**src/rtl/router_output_arbiter_if.sv**
```systemverilog
// Request/grant bundle between the router inputs and one output-port arbiter.
// Carries timeout_err only when ARB_WATCHDOG_EN is defined.
interface router_output_arbiter_if #(
  parameter int unsigned N_PORTS = 5
);
  localparam int unsigned IDX_W = $clog2(N_PORTS);

  logic [N_PORTS-1:0] req;
  logic [N_PORTS-1:0] tail;
  logic               out_ready;
  logic [N_PORTS-1:0] grant;
  logic               grant_valid;
  logic [IDX_W-1:0]   grant_idx;
  logic               xfer;
`ifdef ARB_WATCHDOG_EN
  logic               timeout_err;
`endif

  modport master (
    output req,
    output tail,
    output out_ready,
    input  grant,
    input  grant_valid,
    input  grant_idx,
`ifdef ARB_WATCHDOG_EN
    input  timeout_err,
`endif
    input  xfer
  );

  modport slave (
    input  req,
    input  tail,
    input  out_ready,
    output grant,
    output grant_valid,
    output grant_idx,
`ifdef ARB_WATCHDOG_EN
    output timeout_err,
`endif
    output xfer
  );
endinterface

```
**src/rtl/router_output_arbiter.sv**
```systemverilog
// Round-robin, packet-locking arbiter for one router output port.
// Optional stall watchdog is built when ARB_WATCHDOG_EN is defined.
module router_output_arbiter #(
  parameter int unsigned N_PORTS = 5
`ifdef ARB_WATCHDOG_EN
  ,
  parameter int unsigned TIMEOUT_CYCLES = 64
`endif
) (
  input logic                     clk,
  input logic                     reset,
  router_output_arbiter_if.slave  bus
);
  localparam int unsigned IDX_W = $clog2(N_PORTS);

  typedef enum logic [0:0] {StIdle, StLocked} state_e;

  state_e             state_q;
  logic [N_PORTS-1:0] grant_q;
  logic               grant_valid_q;
  logic [IDX_W-1:0]   grant_idx_q;
  logic [IDX_W-1:0]   rr_ptr_q;

  logic               pick_found;
  logic [IDX_W-1:0]   pick_idx;
  int unsigned        cand;
  logic [IDX_W-1:0]   next_ptr;
  logic               xfer;
  logic               owner_tail;

  // First requester at or above rr_ptr, wrapping modulo N_PORTS.
  always_comb begin
    pick_found = 1'b0;
    pick_idx   = '0;
    cand       = 0;
    for (int k = 0; k < int'(N_PORTS); k++) begin
      cand = (int'(rr_ptr_q) + k) % N_PORTS;
      if (!pick_found && bus.req[cand]) begin
        pick_found = 1'b1;
        pick_idx   = IDX_W'(cand);
      end
    end
  end

  always_comb begin
    xfer       = grant_valid_q & bus.req[grant_idx_q] & bus.out_ready;
    owner_tail = bus.tail[grant_idx_q];
    next_ptr   = (grant_idx_q == IDX_W'(N_PORTS - 1)) ? '0 : grant_idx_q + 1'b1;
  end

`ifdef ARB_WATCHDOG_EN
  localparam int unsigned CNT_W = (TIMEOUT_CYCLES > 2) ? $clog2(TIMEOUT_CYCLES) : 1;
  localparam logic [CNT_W-1:0] CntLimit = CNT_W'(TIMEOUT_CYCLES - 1);

  logic [CNT_W-1:0] stall_cnt_q;
  logic             timeout_err_q;
  logic             stall_hit;

  assign stall_hit = (state_q == StLocked) && !xfer && (stall_cnt_q == CntLimit);
`endif

  always_ff @(posedge clk) begin
    if (reset) begin
      state_q       <= StIdle;
      grant_q       <= '0;
      grant_valid_q <= 1'b0;
      grant_idx_q   <= '0;
      rr_ptr_q      <= '0;
`ifdef ARB_WATCHDOG_EN
      stall_cnt_q   <= '0;
      timeout_err_q <= 1'b0;
`endif
    end else begin
      unique case (state_q)
        StIdle: begin
          if (pick_found) begin
            state_q       <= StLocked;
            grant_q       <= {{(N_PORTS - 1){1'b0}}, 1'b1} << pick_idx;
            grant_valid_q <= 1'b1;
            grant_idx_q   <= pick_idx;
          end
        end
        StLocked: begin
`ifdef ARB_WATCHDOG_EN
          if ((xfer && owner_tail) || stall_hit) begin
            timeout_err_q <= timeout_err_q | stall_hit;
`else
          if (xfer && owner_tail) begin
`endif
            state_q       <= StIdle;
            grant_q       <= '0;
            grant_valid_q <= 1'b0;
            grant_idx_q   <= '0;
            rr_ptr_q      <= next_ptr;
          end
        end
      endcase
`ifdef ARB_WATCHDOG_EN
      // Counter only runs while locked so each new owner starts with a full budget.
      if (state_q != StLocked || xfer) begin
        stall_cnt_q <= '0;
      end else if (stall_cnt_q != CntLimit) begin
        stall_cnt_q <= stall_cnt_q + 1'b1;
      end
`endif
    end
  end

  assign bus.grant       = grant_q;
  assign bus.grant_valid = grant_valid_q;
  assign bus.grant_idx   = grant_idx_q;
  assign bus.xfer        = xfer;
`ifdef ARB_WATCHDOG_EN
  assign bus.timeout_err = timeout_err_q;
`endif
endmodule

```
**src/flat_wrapper.sv**
```systemverilog
// flat-port wrapper written by rule: the top's interface ports become plain ports
module router_output_arbiter_flat 
#(
  parameter int unsigned N_PORTS = 5

)
  (clk, reset, bus_req, bus_tail, bus_out_ready, bus_grant, bus_grant_valid, bus_grant_idx, bus_xfer);
  router_output_arbiter_if #(.N_PORTS(N_PORTS)) bus_i ();
  input logic clk;
  input logic reset;
  input wire logic [$bits(bus_i.req)-1:0] bus_req;
  input wire logic [$bits(bus_i.tail)-1:0] bus_tail;
  input wire logic [$bits(bus_i.out_ready)-1:0] bus_out_ready;
  output wire logic [$bits(bus_i.grant)-1:0] bus_grant;
  output wire logic [$bits(bus_i.grant_valid)-1:0] bus_grant_valid;
  output wire logic [$bits(bus_i.grant_idx)-1:0] bus_grant_idx;
  output wire logic [$bits(bus_i.xfer)-1:0] bus_xfer;
  assign bus_i.req = bus_req;
  assign bus_i.tail = bus_tail;
  assign bus_i.out_ready = bus_out_ready;
  assign bus_grant = bus_i.grant;
  assign bus_grant_valid = bus_i.grant_valid;
  assign bus_grant_idx = bus_i.grant_idx;
  assign bus_xfer = bus_i.xfer;
  router_output_arbiter #(.N_PORTS(N_PORTS)) u_core (.clk(clk), .reset(reset), .bus(bus_i));
endmodule
```
**config.mk**
```make
export PLATFORM = sky130hd
export DESIGN_NAME = router_output_arbiter_flat
export DESIGN_NICKNAME = d
export VERILOG_FILES = /design/src/rtl/router_output_arbiter_if.sv /design/src/rtl/router_output_arbiter.sv /design/src/flat_wrapper.sv
export SDC_FILE = /design/constraint.sdc
export NUM_CORES = 1
export LEC_CHECK = 0
export ABC_AREA = 1
export BUFFER_PORTS_ARGS = -buffer_cell sky130_fd_sc_hd__buf_2
export CAP_MARGIN = 20
export CORE_MARGIN = 2
export CORE_UTILIZATION = 65
export CTS_CLUSTER_DIAMETER = 200
export DETAILED_ROUTE_END_ITERATION = 10
export PLACE_DENSITY = 0.91
export SKIP_LAST_GASP = 1
export SLEW_MARGIN = 20
export SYNTH_ARGS = -nofsm -noshare
export SYNTH_HDL_FRONTEND = slang
export SYNTH_SLANG_ARGS = --single-unit
```
**constraint.sdc**
```tcl
create_clock -name clk -period 6.5 [get_ports clk]
set_input_delay 0.65 -clock clk [delete_from_list [all_inputs] [get_ports clk]]
set_output_delay 0.65 -clock clk [all_outputs]
set_load 0.01 [all_outputs]
```
==> impl_metrics.env <==
export IMPL_die_w_um=60.9
export IMPL_synth_seq_area_share_pct=12.4
export IMPL_grt_max_degree=18
export IMPL_layout_min_cycle_time_ns=4.21
export IMPL_yosys_warnings=0
export IMPL_gp_congestion=0.922
export IMPL_fin_skew_ns=0.00135
export IMPL_synth_edf_count=0
export IMPL_grt_overflow_total=0
export IMPL_cts_root_buf="clkbuf_4"
export IMPL_ioPinCount=23
export IMPL_cap_violations=0
export IMPL_antennaDiodeCount=0
export IMPL_ant_nets=0
export IMPL_ys_types=35
export IMPL_setup_tns_ns=0
export IMPL_antenna_found_initial=0
export IMPL_critPathCaptureType="flop"
export IMPL_drc_errors=0
export IMPL_drt_wirelength_per_cell_um=11.5
export IMPL_syn_inst=359
export IMPL_setup_ws_ns=2.29
export IMPL_worstPathRequired_ns=6.72
export IMPL_grt_pass1_vias=2063
export IMPL_core_sq_mm=0.00305
export IMPL_p_leak_nw=1.23
export IMPL_critPathKind="flop to flop"
export IMPL_cts_htree_levels=1
export IMPL_layout_drive_gt1_share_pct=16.3
export IMPL_rr_endpoint="u_core.bus.grant[2]$_SDFFE_PP0P_"
export IMPL_start_util_pct=68.9
export IMPL_nNetsFinal=414
export IMPL_cpPeakStageDelay_ns=0.71
export IMPL_cts_hold_buf=0
export IMPL_synth_top_area_share_pct=20.0
export IMPL_report_final_slew_viol_count=0
export IMPL_power_density_mw_per_mm2=159
export IMPL_finalWirelength_um=4890
export IMPL_path_clk_slew_ns=0.08
export IMPL_swShare_pct=48.5
export IMPL_cts_max_path_buffers=2
export IMPL_yosysMostFrequentCell="nand2_1"
export IMPL_pwr_share_seq_pct=28.5
export IMPL_ys_async_sr_fraction_pct=0
export IMPL_firstDrtPassIters=4
export IMPL_syn_area_sq_mm=0.00210
export IMPL_yosys_most_used_dff="dfxtp_1"
export IMPL_hp_class="flop to flop"
export IMPL_intPower_mw=0.186
export IMPL_syn_nets=392
export IMPL_fillers=282
export IMPL_dr_first_iter_drc_count=82
export IMPL_slew_limit_headroom_pct=60.2
export IMPL_track_usage_pct=28.0
export IMPL_cts_buffers=3
export IMPL_fin_util_pct=74.2
export IMPL_die_area_sq_mm=0.00370
export IMPL_outcome="complete, no violations"
export IMPL_portBuffers=22
export IMPL_holdPathStages=2
export IMPL_dpl_instance_area_sq_mm=0.00224
export IMPL_viasPerCell=5.44
export IMPL_hold_violations=0
export IMPL_period_share_pct=64.8
export IMPL_row_count=20
export IMPL_yosysTopAreaCell="nand2_1"
export IMPL_crit_top_cell="nand2_1"
export IMPL_grt_pass1_wl_um=8140
export IMPL_p_sw_mw=0.175
export IMPL_cp_start_kind="flop"
export IMPL_syn_avg_cell_area_sq_um=5.86
export IMPL_hold_start="u_core.bus.grant[4]$_SDFFE_PP0P_"
export IMPL_worstMarginPinSlew_ns=0.595
export IMPL_total_power_mw=0.361
export IMPL_insertion_delay_ns=0.28
export IMPL_rr_worst_depth=28
export IMPL_multi_input_area_sq_mm=0.00160
export IMPL_pwr_share_comb_pct=57.3
export IMPL_hold_end="u_core.bus.grant[4]$_SDFFE_PP0P_"
export IMPL_die_h_um=60.9
export IMPL_fmax_ghz=0.237
export IMPL_hpwl_um=4120
export IMPL_p_clk_share_pct=14.2
export IMPL_hold_slack_ns=0.463
export IMPL_cts_resized=0
export IMPL_synthTopCellsByCount="nand2_1 (112), inv_1 (49), nand3_1 (42), ha_1 (20), nor2_1 (16)"
export IMPL_post_cts_buffers=0
export IMPL_clock_sinks=13
export IMPL_slowest_stage="dfxtp_1"
export IMPL_fin_area_sq_mm=0.00227
export IMPL_r2r_start="u_core.rr_ptr_q[0]$_SDFFE_PP0P_"
export IMPL_place_inst=420
export IMPL_ys_ff_latch=13
export IMPL_regToRegSetupSlack_ns=2.29
export IMPL_instances_no_fill=424
export IMPL_vias=2306
export IMPL_seqCellArea_sq_um=260
export IMPL_cts_tree="yes"
export IMPL_area_growth_pct=7.80
export IMPL_yosys_top_cells_area="nand2_1 (20%), dfxtp_1 (12%), ha_1 (12%)"
export IMPL_critPathArrivalTime_ns=4.43
export IMPL_worst_path_max_fanout=17
export IMPL_rsz0062_at_grt="false"
export IMPL_vdd_drop_max_v=0.000203
export IMPL_setup_viol=0
export IMPL_pre_cts_ws_ns=2.36
[final cells by class]
| type | instances | share of cell area, % |
|---|---|---|
| Multi-Input combinational cell | 284 | 70.5 |
| Sequential cell | 13 | 11.5 |
| Inverter | 57 | 9.55 |
| Timing Repair Buffer | 22 | 4.86 |
| Tap cell | 44 | 2.43 |
| Clock buffer | 4 | 1.16 |
[power groups by stage]
stage / logic, mW / clock network (mW) / registers (mW)
after floorplan: 0.160 / 0 / 0.103
after global placement: 0.199 / 0 / 0.104
after detailed placement: 0.205 / 0 / 0.104
after CTS: 0.206 / 0.0497 / 0.103
after global routing: 0.234 / 0.0538 / 0.105
final: 0.207 / 0.0511 / 0.103
[kinds of logic (layout without fill, tap and decap cells)]
family	count (synthesis)	in the layout	synth area share, %
DFF	13	13	12.4
adders and majority gates	20	20	11.9
buffers and inverters	62	83	11.6
xor gates and xnor gates	7	7	3.27
and+or+nand+nor	214	214	49.2
AOI/OAI and AO/OA	43	43	11.7
[worst max path at each step]
stage | from | to | slack (ns)
final | u_core.rr_ptr_q[0]$_SDFFE_PP0P_ | u_core.bus.grant[2]$_SDFFE_PP0P_ | 2.29
after global routing | u_core.rr_ptr_q[0]$_SDFFE_PP0P_ | u_core.bus.grant[2]$_SDFFE_PP0P_ | 1.89
after CTS | u_core.rr_ptr_q[0]$_SDFFE_PP0P_ | u_core.bus.grant[2]$_SDFFE_PP0P_ | 2.33
after detailed placement | u_core.rr_ptr_q[0]$_SDFFE_PP0P_ | u_core.bus.grant[2]$_SDFFE_PP0P_ | 2.36
after global placement | u_core.rr_ptr_q[0]$_SDFFE_PP0P_ | u_core.bus.grant[2]$_SDFFE_PP0P_ | 2.55
after floorplan | u_core.rr_ptr_q[0]$_SDFFE_PP0P_ | u_core.bus.grant[2]$_SDFFE_PP0P_ | 3.11
[metal layers]
layer	wire, um	track usage, %
met5	0	0
met4	57	5.59
met3	187	3.41
met2	2470	54.2
met1	2180	32.7
[worst max-delay path: cells and delay by family (launching register included)]
| family | cells | cell delay [ns] |
|---|---|---|
| fa+ha+maj | 4 | 0.89 |
| compound gates | 1 | 0.11 |
| simple gates | 17 | 1.59 |
| xor+xnor | 1 | 0.27 |
| flops | 1 | 0.71 |
| buf+inv | 5 | 0.59 |
[cell usage in the layout (no fill, tap or decap), drive strengths merged]
master    n
o211ai    2
a31oi     1
a32o      1
dfxtp    13
nand4    13
inv      56
or2       2
nor3      2
o31ai     2
xor2      7
nor2     23
buf      22
nand3    50
ha       20
clkinv    1
nand3b    3
nand2   120
a21oi    16
a211oi    1
clkbuf    4
o21ai    20
nor4      1
[sequential cells by signal (all words and copies together) (netlist names)]
register and count:
u_core.rr_ptr_q 3, u_core.bus.grant_valid 1, u_core.bus.grant 5, u_core.state_q 1, u_core.bus.grant_idx 3
No activity file was read; power rests on OpenSTA's default activity.
